===== src/rtl/apb_master.sv =====
// APB master: turns single-request command handshakes into APB SETUP/ACCESS
// transfers and returns a one-cycle completion pulse with optional timeout abort.
module apb_master #(
  parameter int unsigned ADDR_W  = 32,
  parameter int unsigned DATA_W  = 32,
  parameter int unsigned TIMEOUT = 16
) (
  input  logic              pclk,
  input  logic              prst,
  input  logic              cmd_valid,
  output logic              cmd_ready,
  input  logic              cmd_write,
  input  logic [ADDR_W-1:0] cmd_addr,
  input  logic [DATA_W-1:0] cmd_wdata,
  output logic              rsp_valid,
  output logic [DATA_W-1:0] rsp_rdata,
  output logic              rsp_err,
  output logic              rsp_timeout,
  output logic              psel,
  output logic              penable,
  output logic              pwrite,
  output logic [ADDR_W-1:0] paddr,
  output logic [DATA_W-1:0] pwdata,
  input  logic [DATA_W-1:0] prdata,
  input  logic              pready,
  input  logic              pslverr
);

  typedef enum logic [1:0] {
    IDLE   = 2'd0,
    SETUP  = 2'd1,
    ACCESS = 2'd2
  } state_t;

  // Counter only has to reach TIMEOUT-1: the abort is taken on the edge it would hit TIMEOUT.
  localparam int unsigned CNT_W    = (TIMEOUT > 1) ? $clog2(TIMEOUT) : 1;
  localparam int unsigned CNT_LAST = (TIMEOUT > 0) ? TIMEOUT - 1 : 0;
  localparam bit          TO_EN    = (TIMEOUT != 0);

  state_t              state_q, state_d;
  logic [CNT_W-1:0]    wait_cnt, wait_d;
  logic                psel_d, penable_d, pwrite_d;
  logic [ADDR_W-1:0]   paddr_d;
  logic [DATA_W-1:0]   pwdata_d;
  logic                rsp_valid_d, rsp_err_d, rsp_timeout_d;
  logic [DATA_W-1:0]   rsp_rdata_d;
  logic                timeout_hit;

  assign cmd_ready   = (state_q == IDLE) && prst;
  assign timeout_hit = TO_EN && (wait_cnt == CNT_W'(CNT_LAST));

  // Next-state and next-output logic
  always_comb begin
    state_d       = state_q;
    wait_d        = wait_cnt;
    psel_d        = psel;
    penable_d     = penable;
    pwrite_d      = pwrite;
    paddr_d       = paddr;
    pwdata_d      = pwdata;
    rsp_valid_d   = 1'b0;
    rsp_rdata_d   = rsp_rdata;
    rsp_err_d     = rsp_err;
    rsp_timeout_d = rsp_timeout;

    case (state_q)
      IDLE: begin
        if (cmd_valid && cmd_ready) begin
          state_d   = SETUP;
          psel_d    = 1'b1;
          penable_d = 1'b0;
          pwrite_d  = cmd_write;
          paddr_d   = cmd_addr;
          pwdata_d  = cmd_wdata;
        end
      end

      SETUP: begin
        state_d   = ACCESS;
        penable_d = 1'b1;
        wait_d    = '0;
      end

      ACCESS: begin
        if (pready) begin
          state_d       = IDLE;
          psel_d        = 1'b0;
          penable_d     = 1'b0;
          rsp_valid_d   = 1'b1;
          rsp_err_d     = pslverr;
          rsp_timeout_d = 1'b0;
          rsp_rdata_d   = pwrite ? '0 : prdata;
        end else if (timeout_hit) begin
          state_d       = IDLE;
          psel_d        = 1'b0;
          penable_d     = 1'b0;
          rsp_valid_d   = 1'b1;
          rsp_err_d     = 1'b1;
          rsp_timeout_d = 1'b1;
          rsp_rdata_d   = '0;
        end else if (TO_EN) begin
          wait_d = wait_cnt + CNT_W'(1);
        end
      end

      default: begin
        state_d   = IDLE;
        psel_d    = 1'b0;
        penable_d = 1'b0;
      end
    endcase
  end

  // State and registered outputs
  always_ff @(posedge pclk or negedge prst) begin
    if (!prst) begin
      state_q     <= IDLE;
      wait_cnt    <= '0;
      psel        <= 1'b0;
      penable     <= 1'b0;
      pwrite      <= 1'b0;
      paddr       <= '0;
      pwdata      <= '0;
      rsp_valid   <= 1'b0;
      rsp_rdata   <= '0;
      rsp_err     <= 1'b0;
      rsp_timeout <= 1'b0;
    end else begin
      state_q     <= state_d;
      wait_cnt    <= wait_d;
      psel        <= psel_d;
      penable     <= penable_d;
      pwrite      <= pwrite_d;
      paddr       <= paddr_d;
      pwdata      <= pwdata_d;
      rsp_valid   <= rsp_valid_d;
      rsp_rdata   <= rsp_rdata_d;
      rsp_err     <= rsp_err_d;
      rsp_timeout <= rsp_timeout_d;
    end
  end

endmodule

===== config.mk =====
export PLATFORM = sky130hd
export DESIGN_NAME = apb_master
export DESIGN_NICKNAME = d
export VERILOG_FILES = /design/src/rtl/apb_master.sv
export SDC_FILE = /design/constraint.sdc
export NUM_CORES = 1
export LEC_CHECK = 0
export ABC_CLOCK_PERIOD_IN_PS = 2500
export CORE_ASPECT_RATIO = 0.9
export CORE_MARGIN = 5
export CORE_UTILIZATION = 46
export CTS_BUF_LIST = sky130_fd_sc_hd__clkbuf_4
export CTS_CLUSTER_SIZE = 14
export DETAILED_ROUTE_END_ITERATION = 12
export PLACE_DENSITY = 0.91
export SYNTH_ARGS = -nofsm -noshare
export SYNTH_HDL_FRONTEND = slang
export SYNTH_SLANG_ARGS = --single-unit

===== constraint.sdc =====
create_clock -name pclk -period 2.5 [get_ports pclk]
set_input_delay 0.625 -clock pclk [delete_from_list [all_inputs] [get_ports pclk]]
set_output_delay 0.625 -clock pclk [all_outputs]
set_load 0.02 [all_outputs]

==> results of run 1 <==
[sequential cells by signal, indices dropped and copies added (netlist names)]
name,count
rsp_err,1
rsp_valid,1
state_q,1
rsp_timeout,1
wait_cnt,4
rsp_rdata,32
pwrite,1
pwdata,32
paddr,32
penable,1
psel,1
[area by class of cell]
| cell class | instances | share of cell area, % |
|---|---|---|
| Sequential cell | 107 | 40.0 |
| Clock buffer | 11 | 1.23 |
| Timing Repair Buffer | 214 | 31.8 |
| Inverter | 3 | 0.168 |
| Clock inverter | 5 | 0.449 |
| Tap cell | 126 | 2.36 |
| Multi-Input combinational cell | 188 | 24.0 |
[per-stage QoR]
stage / std cells / hold WS, ns / power (µW)
after global placement: 638 / 0.463 / 5220
after CTS: 654 / 0.227 / 6110
after global routing: 654 / 0.235 / 6360
after floorplan: 322 / 0.329 / 3850
after detailed placement: 638 / 0.473 / 5330
final: 654 / 0.246 / 6030
[cell usage after synthesis (all sizes together)]
library cell,count
o22a,1
nand2b,2
o221ai,1
and4bb,1
a31oi,1
a21bo,1
a21oi,2
ha,1
mux2,65
o21ai,32
nand4bb,1
o22ai,1
o21a,1
inv,3
nor3b,2
mux2i,2
nand2,36
nand3,1
nor2,3
buf,12
dfrtp,107
or4,1
nor2b,1
nand4b,32
clkbuf,12
[layout by cell type (no fill, tap or decap), types with 3 or more instances in the layout]
master / n
clkdlybuf4s50_1: 202
mux2_1: 35
inv_1: 3
nand2_1: 36
o21ai_0: 6
clkinvlp_4: 3
dfrtp_1: 107
o21ai_1: 26
buf_4: 10
nand4b_1: 32
nor2_1: 3
clkbuf_4: 11
mux2_4: 30
[routing by layer]
| layer | vias up | share of wire, % | GRT usage [%] |
|---|---|---|---|
| met2 | 137 | 51 | 37.7 |
| met5 | - | 0 | 0 |
| li1 | 1544 | - | - |
| met3 | 10 | 7.7 | 7.39 |
| met1 | 1691 | 40 | 25.2 |
| met4 | 0 | 0.72 | 3.14 |
[power by group through the flow]
stage	Sequential [µW]	Clock [µW]	Combinational, µW
floorplan	3170	0	676
global placement	2540	0	2680
detailed placement	2580	0	2750
CTS	2550	803	2760
global route	2610	877	2880
finish	2540	757	2730
[final timing paths]
check                                          start                   endpoint  slack (ns)  cells past startpoint
min                                             prst  rsp_rdata[17]$_DFFE_PN0P_        0.25                      2
max                              penable$_DFFE_PN0P_                    penable        0.29                      1
min in group pclk          rsp_rdata[31]$_DFFE_PN0P_  rsp_rdata[31]$_DFFE_PN0P_        0.50                      2
min reg2reg                rsp_rdata[31]$_DFFE_PN0P_  rsp_rdata[31]$_DFFE_PN0P_        0.50                      2
max in group asynchronous                       prst       paddr[6]$_DFFE_PN0P_        1.03                      3
max reg2reg                   state_q[0]$_DFFE_PN0P_         pwrite$_DFFE_PN0P_        0.85                      3
[cells by family after synthesis]
kind of cell,Yosys count
AO/OA/AOI/OAI,40
adder cells (fa/ha/maj),1
buffers and inverters,27
flip-flops,107
multiplexers,67
AND/OR/NAND/NOR,80
==> impl_metrics.env, run 1 <==
export IMPL_status="finished, final reports clean"
export IMPL_area_growth_syn_to_layout_pct=51.6
export IMPL_io_buffers=204
export IMPL_die_h_um=103
export IMPL_vdd_ir_drop_max_uv=526
export IMPL_cts_tree="done"
export IMPL_drcViolationCount=0
export IMPL_layout_drive_gt1_share_pct=11.2
export IMPL_pwr_share_seq_pct=42.2
export IMPL_hold_viol_final=0
export IMPL_post_cts_buffers=0
export IMPL_num_antenna_cells=0
export IMPL_seq_area_frac_synth_pct=60.6
export IMPL_ys_seq_elements=107
export IMPL_max_stage_delay_ns=0.66
export IMPL_crit_path_start_kind="register"
export IMPL_clock_power_share_pct=12.6
export IMPL_synth_cell_types=29
export IMPL_grt_pass1_vias=3549
export IMPL_report_final_slew_viol_count=0
export IMPL_clk_latency_ns=0.45
export IMPL_overflow=0
export IMPL_multiInputGateArea_mm2=0.00160
export IMPL_cts_sinks=107
export IMPL_gp_congestion=0.765
export IMPL_synth_top_area_share_pct=60.6
export IMPL_p_leak_uw=0.00289
export IMPL_yosysWarningCount=0
export IMPL_crit_path_cell_trace="clkdlybuf4s50_1"
export IMPL_syn_inst=322
export IMPL_antenna_found_initial=0
export IMPL_max_cap_viol_count=0
export IMPL_path_clk_slew_ns=0.16
export IMPL_max_freq_mhz=453
export IMPL_chipWidth_um=113
export IMPL_ant_nets=0
export IMPL_cts_max_level=3
export IMPL_final_setup_viol_count=0
export IMPL_comb_power_share_pct=45.3
export IMPL_switching_share_pct=35.4
export IMPL_grt_pass1_wl_um=19000
export IMPL_crit_buf_inv=1
export IMPL_hp_class="in -> async"
export IMPL_synth_fa_ha_area_share_pct=0.283
export IMPL_switching_power_uw=2130
export IMPL_synth_simple_gate_area_share_pct=11.2
export IMPL_crit_type="reg -> out"
export IMPL_path_max_fanout=8
export IMPL_post_route_util_pct=70.2
export IMPL_critPathArrivalTime_ns=1.58
export IMPL_fin_nets=626
export IMPL_synth_avg_cell_area_um2=13.7
export IMPL_cts_hold_buffers=0
export IMPL_p_int_uw=3890
export IMPL_dr_total_vias=3382
export IMPL_cp_slowest_cell="clkdlybuf4s50_1"
export IMPL_cts_resized=0
export IMPL_timing_final_ws_setup_ns=0.291
export IMPL_post_dp_cell_area_mm2=0.00658
export IMPL_fin_crit_sh_pct=88.3
export IMPL_synth_top_family_by_area="multiplexers"
export IMPL_register_area_mm2=0.00268
export IMPL_filler_cell_count=675
export IMPL_vias_per_cell=5.17
export IMPL_start_util_pct=46.3
export IMPL_cp_end_kind="output pin"
export IMPL_skew_ns=0.0179
export IMPL_synth_mux_area_share_pct=19.6
export IMPL_tightestPinTransition_ns=0.818
export IMPL_netlist_area_mm2=0.00442
export IMPL_min_period_ns=2.21
export IMPL_groute_usage_overall_pct=21.0
export IMPL_synth_compound_area_share_pct=5.07
export IMPL_clock_path_buffers=2
export IMPL_power_density_mw_per_mm2=900
export IMPL_core_mm2=0.00953
export IMPL_cts_made_buffers=9
export IMPL_syn_nets=425
export IMPL_rows=34
export IMPL_critPathRequiredTime_ns=1.88
export IMPL_design_area_mm2=0.00669
export IMPL_cts_root_buf="clkbuf_4"
export IMPL_drt_pass1_iterations=5
export IMPL_synth_xor_area_share_pct=0
export IMPL_totalWireLength_um=12300
export IMPL_pre_cts_ws_ns=0.324
export IMPL_slew_headroom_pct=45.4
export IMPL_critical_path_top_delay_family="buffers and inverters"
export IMPL_setup_tns_ns=0
export IMPL_drt_iter0_markers=159
export IMPL_die_area_mm2=0.0117
export IMPL_synth_area_leaders="dfrtp_1 61%, mux2_4 10%, mux2_1 8.9%, nand4b_1 6.3%, nand2_1 3.1%"
export IMPL_grt_max_degree=67
export IMPL_wl_per_cell_um=18.8
export IMPL_dp_hpwl_um=9330
export IMPL_synth_area_leader_cell="dfrtp_1"
export IMPL_io_pins=205
export IMPL_rsz0062_at_grt="false"
(Power assumes the default switching activity.)
==> run 2: changes to the inputs <==
==> config.mk (replaced) <==
export PLATFORM = sky130hd
export DESIGN_NAME = apb_master
export DESIGN_NICKNAME = d
export VERILOG_FILES = /design/src/rtl/apb_master.sv
export SDC_FILE = /design/constraint.sdc
export NUM_CORES = 1
export LEC_CHECK = 0
export ABC_CLOCK_PERIOD_IN_PS = 2100
export CORE_ASPECT_RATIO = 0.9
export CORE_MARGIN = 5
export CORE_UTILIZATION = 43
export CTS_BUF_LIST = sky130_fd_sc_hd__clkbuf_4
export CTS_CLUSTER_SIZE = 14
export DETAILED_ROUTE_END_ITERATION = 12
export PLACE_DENSITY = 0.86
export SETUP_SLACK_MARGIN = 0.5
export SYNTH_ARGS = -nofsm -noshare
export SYNTH_HDL_FRONTEND = slang
export SYNTH_SLANG_ARGS = --single-unit
==> constraint.sdc (replaced) <==
create_clock -name pclk -period 2.1 [get_ports pclk]
set_input_delay 0.525 -clock pclk [delete_from_list [all_inputs] [get_ports pclk]]
set_output_delay 0.525 -clock pclk [all_outputs]
set_load 0.02 [all_outputs]
==> impl_metrics.env, run 2 (synthesis gave the netlist of run 1 again) <==
export IMPL_crit_path_start_kind="register"
export IMPL_skew_ns=0.0184
export IMPL_r2r_start="state_q[0]$_DFFE_PN0P_"
export IMPL_cts_tree="done"
export IMPL_status="finished, final reports clean"
export IMPL_critical_path_top_delay_family="flip-flops"
export IMPL_rows=35
export IMPL_crit_cells=2
export IMPL_min_period_ns=1.76
export IMPL_path_max_fanout=2
export IMPL_worstReg2RegEnd="pwdata[6]$_DFFE_PN0P_"
export IMPL_overflow=0
export IMPL_report_final_slew_viol_count=0
export IMPL_hp_class="in -> async"
export IMPL_vias_per_cell=5.16
export IMPL_crit_type="reg -> out"
export IMPL_met2_usage_pct=36.3
export IMPL_power_uw=7400
export IMPL_groute_usage_overall_pct=20.6
export IMPL_drcViolationCount=0
export IMPL_vdd_ir_drop_max_uv=526
export IMPL_dp_hpwl_um=9200
export IMPL_cp_slowest_cell="dfrtp_1"
export IMPL_cp_end_kind="output pin"
export IMPL_max_stage_delay_ns=0.42
export IMPL_drt_iter0_markers=148
export IMPL_crit_path_cell_trace="nor3b_2 -> buf_4"
export IMPL_io_pins=205
export IMPL_slew_headroom_pct=56.1
export IMPL_setup_tns_ns=0
export IMPL_io_buffers=204
export IMPL_cp_endpoint="cmd_ready"
export IMPL_ant_nets=0
export IMPL_chipWidth_um=117
export IMPL_die_area_mm2=0.0124
export IMPL_gr_usage_met3_pct=4.89
export IMPL_antenna_found_initial=0
export IMPL_grt_pass1_wl_um=19900
export IMPL_timing_final_ws_setup_ns=0.339
export IMPL_max_freq_mhz=568
export IMPL_final_cell_mix="107 x dfrtp_1, 100 x clkdlybuf4s50_1, 61 x buf_2"
export IMPL_r2r_cells=5
export IMPL_crit_buf_inv=1
export IMPL_fin_crit_sh_pct=83.9
export IMPL_num_antenna_cells=0
export IMPL_cts_max_level=3
export IMPL_area_growth_syn_to_layout_pct=59.1
export IMPL_clock_path_buffers=2
export IMPL_final_setup_viol_count=0
export IMPL_path_clk_slew_ns=0.17
export IMPL_critPathRequiredTime_ns=1.57
export IMPL_hold_viol_final=0
export IMPL_cts_made_buffers=9
export IMPL_die_h_um=106
export IMPL_core_mm2=0.0102
export IMPL_layout_drive_gt1_share_pct=37.2
export IMPL_filler_cell_count=743
export IMPL_pre_cts_ws_ns=0.0689
export IMPL_p_leak_uw=0.00330
export IMPL_totalWireLength_um=13300
export IMPL_tightestPinTransition_ns=0.659
export IMPL_grt_busiest_layer="met2"
export IMPL_wl_per_cell_um=19.0
export IMPL_gp_congestion=0.792
export IMPL_grt_max_degree=57
export IMPL_dr_total_vias=3604
export IMPL_cts_hold_buffers=0
export IMPL_clk_latency_ns=0.44
export IMPL_grt_pass1_vias=3682
export IMPL_grtUsageMet1_pct=24.6
export IMPL_final_common_cell="dfrtp_1"
export IMPL_drt_pass1_iterations=4
export IMPL_start_util_pct=43.5
export IMPL_critPathArrivalTime_ns=1.24
export IMPL_cts_root_buf="clkbuf_4"
export IMPL_reg2reg_slack_ns=0.40
export IMPL_fin_nets=668
export IMPL_rsz0062_at_grt="true"
export IMPL_power_density_mw_per_mm2=1050
export IMPL_startpoint="state_q[0]$_DFFE_PN0P_"
export IMPL_max_cap_viol_count=0
export IMPL_cts_sinks=107
export IMPL_top_regs="paddr x32, pwdata x32, rsp_rdata x32"
## run 2: changes by cell type in the layout (fill, tap and decap cells not counted), moves of 2 or more
cell,delta
mux2_4,+2
mux2_1,-3
clkdlybuf4s50_1,-102
buf_6,+46
buf_4,+26
clkinv_1,-2
inv_6,+2
buf_12,+4
buf_16,+5
buf_2,+61
## run 2: metrics by stage
stage / util, % / instances / hold WS (ns) / instance area (µm²)
after global routing: 69.1 / 699 / 0.237 / 7020
after CTS: 65.3 / 687 / 0.203 / 6630
after floorplan: - / 322 / 0.229 / 4420
after global placement: 65.5 / 646 / 0.464 / 6660
final: 69.1 / 699 / 0.213 / 7020
after detailed placement: 65.5 / 646 / 0.472 / 6660
## run 2: where the power goes
part / switching [µW] / total [µW] / internal (µW)
clock network: 683 / 1070 / 388
logic: 1640 / 3280 / 1640
registers: 379 / 3050 / 2670
## run 2: worst min path at each step
stage / startpoint / end / slack [ns] / cells past startpoint
after detailed placement: rsp_rdata[16]$_DFFE_PN0P_ / rsp_rdata[16]$_DFFE_PN0P_ / 0.47 / 2
after CTS: prst / pwdata[7]$_DFFE_PN0P_ / 0.20 / 2
after global placement: rsp_rdata[27]$_DFFE_PN0P_ / rsp_rdata[27]$_DFFE_PN0P_ / 0.46 / 2
after global routing: prst / pwdata[10]$_DFFE_PN0P_ / 0.24 / 2
after floorplan: prst / paddr[0]$_DFFE_PN0P_ / 0.23 / 0
final: prst / pwdata[7]$_DFFE_PN0P_ / 0.21 / 2
## run 2: final cells by class
| cell class | instances | area (µm²) | area share, % |
|---|---|---|---|
| clock buffers | 10 | 75.1 | 1.07 |
| clock inverters | 6 | 71.3 | 1.02 |
| inverters | 3 | 11.3 | 0.160 |
| multi-input cells | 189 | 1660 | 23.6 |
| flip-flops and latches | 107 | 2680 | 38.1 |
| well taps | 129 | 161 | 2.30 |
| repair buffers | 255 | 2370 | 33.8 |
## run 2: worst register-to-register path, delay by kind of cell (launching register included)
family        cells  cell delay [ns]
buf+inv           3             0.43
simple gates      1             0.43
flops             1             0.42
mux               1             0.33
## run 2: layer usage
layer  share of wire, %  up-vias
li1                   -     1638
met1                 39     1800
met2                 51      144
met3                8.1       22
met4                2.2        0
met5                  0        -
## run 2: what timing repair did
| action | in CTS | in global routing |
|---|---|---|
| cloned | 6 | 1 |
| buffers inserted | 19 | 11 |
| pin swaps | 3 | 2 |
| endpoints found under the setup margin | 147 | 136 |
| gates resized for setup | 426 | 92 |
==> run 3: changes to the inputs <==
--- a/config.mk
+++ b/config.mk
@@ -5,14 +5,14 @@
 export SDC_FILE = /design/constraint.sdc
 export NUM_CORES = 1
 export LEC_CHECK = 0
-export ABC_CLOCK_PERIOD_IN_PS = 2100
+export ABC_CLOCK_PERIOD_IN_PS = 1400
 export CORE_ASPECT_RATIO = 0.9
 export CORE_MARGIN = 5
-export CORE_UTILIZATION = 43
+export CORE_UTILIZATION = 38
 export CTS_BUF_LIST = sky130_fd_sc_hd__clkbuf_4
 export CTS_CLUSTER_SIZE = 14
 export DETAILED_ROUTE_END_ITERATION = 12
-export PLACE_DENSITY = 0.86
+export PLACE_DENSITY = 0.81
 export SETUP_SLACK_MARGIN = 0.5
 export SYNTH_ARGS = -nofsm -noshare
 export SYNTH_HDL_FRONTEND = slang
==> constraint.sdc (replaced) <==
create_clock -name pclk -period 1.4 [get_ports pclk]
set_input_delay 0.35 -clock pclk [delete_from_list [all_inputs] [get_ports pclk]]
set_output_delay 0.35 -clock pclk [all_outputs]
set_load 0.02 [all_outputs]
==> impl_metrics.env, run 3 (synthesis gave the netlist of run 1 again) <==
export IMPL_status="finished with violations"
export IMPL_failed_checks="hold timing, setup timing"
export IMPL_pwr_share_seq_pct=36.8
export IMPL_cp_end_kind="output pin"
export IMPL_comb_power_share_pct=52.2
export IMPL_switching_power_uw=4560
export IMPL_filler_cell_count=789
export IMPL_groute_usage_overall_pct=20.9
export IMPL_startpoint="state_q[0]$_DFFE_PN0P_"
export IMPL_num_antenna_cells=0
export IMPL_multiInputGateArea_mm2=0.00185
export IMPL_path_max_fanout=3
export IMPL_vias_per_cell=4.91
export IMPL_vdd_ir_drop_max_uv=777
export IMPL_slew_headroom_pct=70.5
export IMPL_register_area_mm2=0.00268
export IMPL_p_leak_uw=0.00383
export IMPL_pre_cts_ws_ns=-0.503
export IMPL_setup_tns_ns=-11.94
export IMPL_clock_power_share_pct=10.9
export IMPL_power_uw=12900
export IMPL_critPathArrivalTime_ns=1.28
export IMPL_report_final_slew_viol_count=0
export IMPL_fin_nets=727
export IMPL_clock_path_buffers=2
export IMPL_worstReg2RegEnd="paddr[13]$_DFFE_PN0P_"
export IMPL_gp_congestion=0.748
export IMPL_tightestPinTransition_ns=0.442
export IMPL_overflow=0
export IMPL_crit_type="reg -> out"
export IMPL_grt_pass1_vias=4074
export IMPL_cts_root_buf="clkbuf_4"
export IMPL_p_int_uw=8320
export IMPL_r2r_start="state_q[0]$_DFFE_PN0P_"
export IMPL_drt_pass1_iterations=4
export IMPL_crit_path_start_kind="register"
export IMPL_cts_sinks=107
export IMPL_power_density_mw_per_mm2=1570
export IMPL_die_h_um=112
export IMPL_clk_latency_ns=0.46
export IMPL_skew_ns=0.0140
export IMPL_chipWidth_um=124
export IMPL_rsz0062_at_grt="true"
export IMPL_switching_share_pct=35.4
export IMPL_critPathRequiredTime_ns=1.05
export IMPL_final_setup_viol_count=103
export IMPL_area_growth_syn_to_layout_pct=86.1
export IMPL_grt_max_degree=83
export IMPL_dp_hpwl_um=9220
export IMPL_cts_made_buffers=9
export IMPL_post_route_util_pct=72.1
export IMPL_wl_per_cell_um=19.3
export IMPL_ant_nets=0
export IMPL_hp_class="in -> async"
export IMPL_r2r_cells=3
export IMPL_drt_iter0_markers=245
export IMPL_io_pins=205
export IMPL_path_clk_slew_ns=0.16
export IMPL_cts_tree="done"
export IMPL_io_buffers=204
export IMPL_core_mm2=0.0114
export IMPL_totalWireLength_um=15100
export IMPL_antenna_found_initial=0
export IMPL_min_period_ns=1.63
export IMPL_cts_max_level=3
export IMPL_dr_total_vias=3857
export IMPL_holdWs_ns=-0.0894
export IMPL_die_area_mm2=0.0139
export IMPL_drcViolationCount=0
export IMPL_layout_drive_gt1_share_pct=49.1
export IMPL_top_regs="paddr x32, pwdata x32, rsp_rdata x32"
export IMPL_fin_crit_sh_pct=116
export IMPL_max_cap_viol_count=0
export IMPL_hold_viol_final=25
export IMPL_max_freq_mhz=615
export IMPL_timing_final_ws_setup_ns=-0.227
export IMPL_final_cell_mix="111 x buf_6, 106 x dfrtp_1, 100 x clkdlybuf4s50_1"
export IMPL_rows=37
export IMPL_reg2reg_slack_ns=-0.22
export IMPL_cp_endpoint="cmd_ready"
export IMPL_final_common_cell="buf_6"
export IMPL_start_util_pct=38.8
export IMPL_grt_pass1_wl_um=22300
-- run 3: cell count changes in the layout (fill, tap and decap cells not counted), moves of 4 or more --
cell | previous run | this run
buf_16 | 5 | 9
buf_2 | 61 | 0
buf_4 | 36 | 84
buf_6 | 46 | 111
o21ai_0 | 6 | 0
o21ai_1 | 26 | 1
o21ai_2 | 0 | 29
-- run 3: worst min-delay path by stage --
stage | start | depth (start not counted) | to | slack (ns)
floorplan | prst | 0 | paddr[0]$_DFFE_PN0P_ | 0.05
global placement | prst | 2 | rsp_rdata[20]$_DFFE_PN0P_ | 0.42
detailed placement | prst | 2 | rsp_rdata[18]$_DFFE_PN0P_ | 0.43
CTS | prst | 2 | rsp_rdata[22]$_DFFE_PN0P_ | -0.10
global route | prst | 2 | rsp_rdata[8]$_DFFE_PN0P_ | -0.09
finish | prst | 2 | rsp_rdata[22]$_DFFE_PN0P_ | -0.09
-- run 3: cell type report --
| class | count | area share [%] |
|---|---|---|
| repair buffers | 315 | 41.0 |
| flip-flops and latches | 107 | 32.6 |
| multi-input cells | 188 | 22.5 |
| well taps | 156 | 2.38 |
| clock buffers | 10 | 0.914 |
| clock inverters | 6 | 0.518 |
| inverters | 3 | 0.137 |
-- run 3: metrics by stage --
step           hold slack, ns  cell area, µm²  instances
2_1_floorplan          0.0544            4490        322
3_3_place_gp            0.424            6740        676
3_5_place_dp            0.432            6740        676
4_1_cts                -0.102            7890        749
5_1_grt               -0.0857            8220        785
6_report              -0.0894            8220        785
-- run 3: critical path, cell delays in order, from the launching register on --
cell,delay [ns]
dfrtp_1,0.44
nor3b_4,0.24
buf_6,0.15
-- run 3: repair_timing --
| item | in CTS | in global routing |
|---|---|---|
| setup buffers | 46 | 36 |
| gates resized for setup | 686 | 10 |
| hold endpoints to repair | 25 | 25 |
| endpoints found under the setup margin | 210 | 210 |
| pin swaps | 8 | 18 |
| gates cloned | 11 | 0 |
-- run 3: layer usage --
metal,GRT usage (%),vias to the layer above,share of wire [%]
met3,5.84,21,7.9
met1,25.0,1926,38
li1,-,1758,-
met2,36.4,152,52
met5,0,-,0
met4,5.76,0,1.7
-- run 3: power by group through the flow --
stage	clock network, µW	registers (µW)	logic, µW
6_report	1410	4740	6730
5_1_grt	1570	4850	7090
4_1_cts	1450	4740	6140
3_5_place_dp	0	4590	5010
3_3_place_gp	0	4550	4900
2_1_floorplan	0	5680	1250
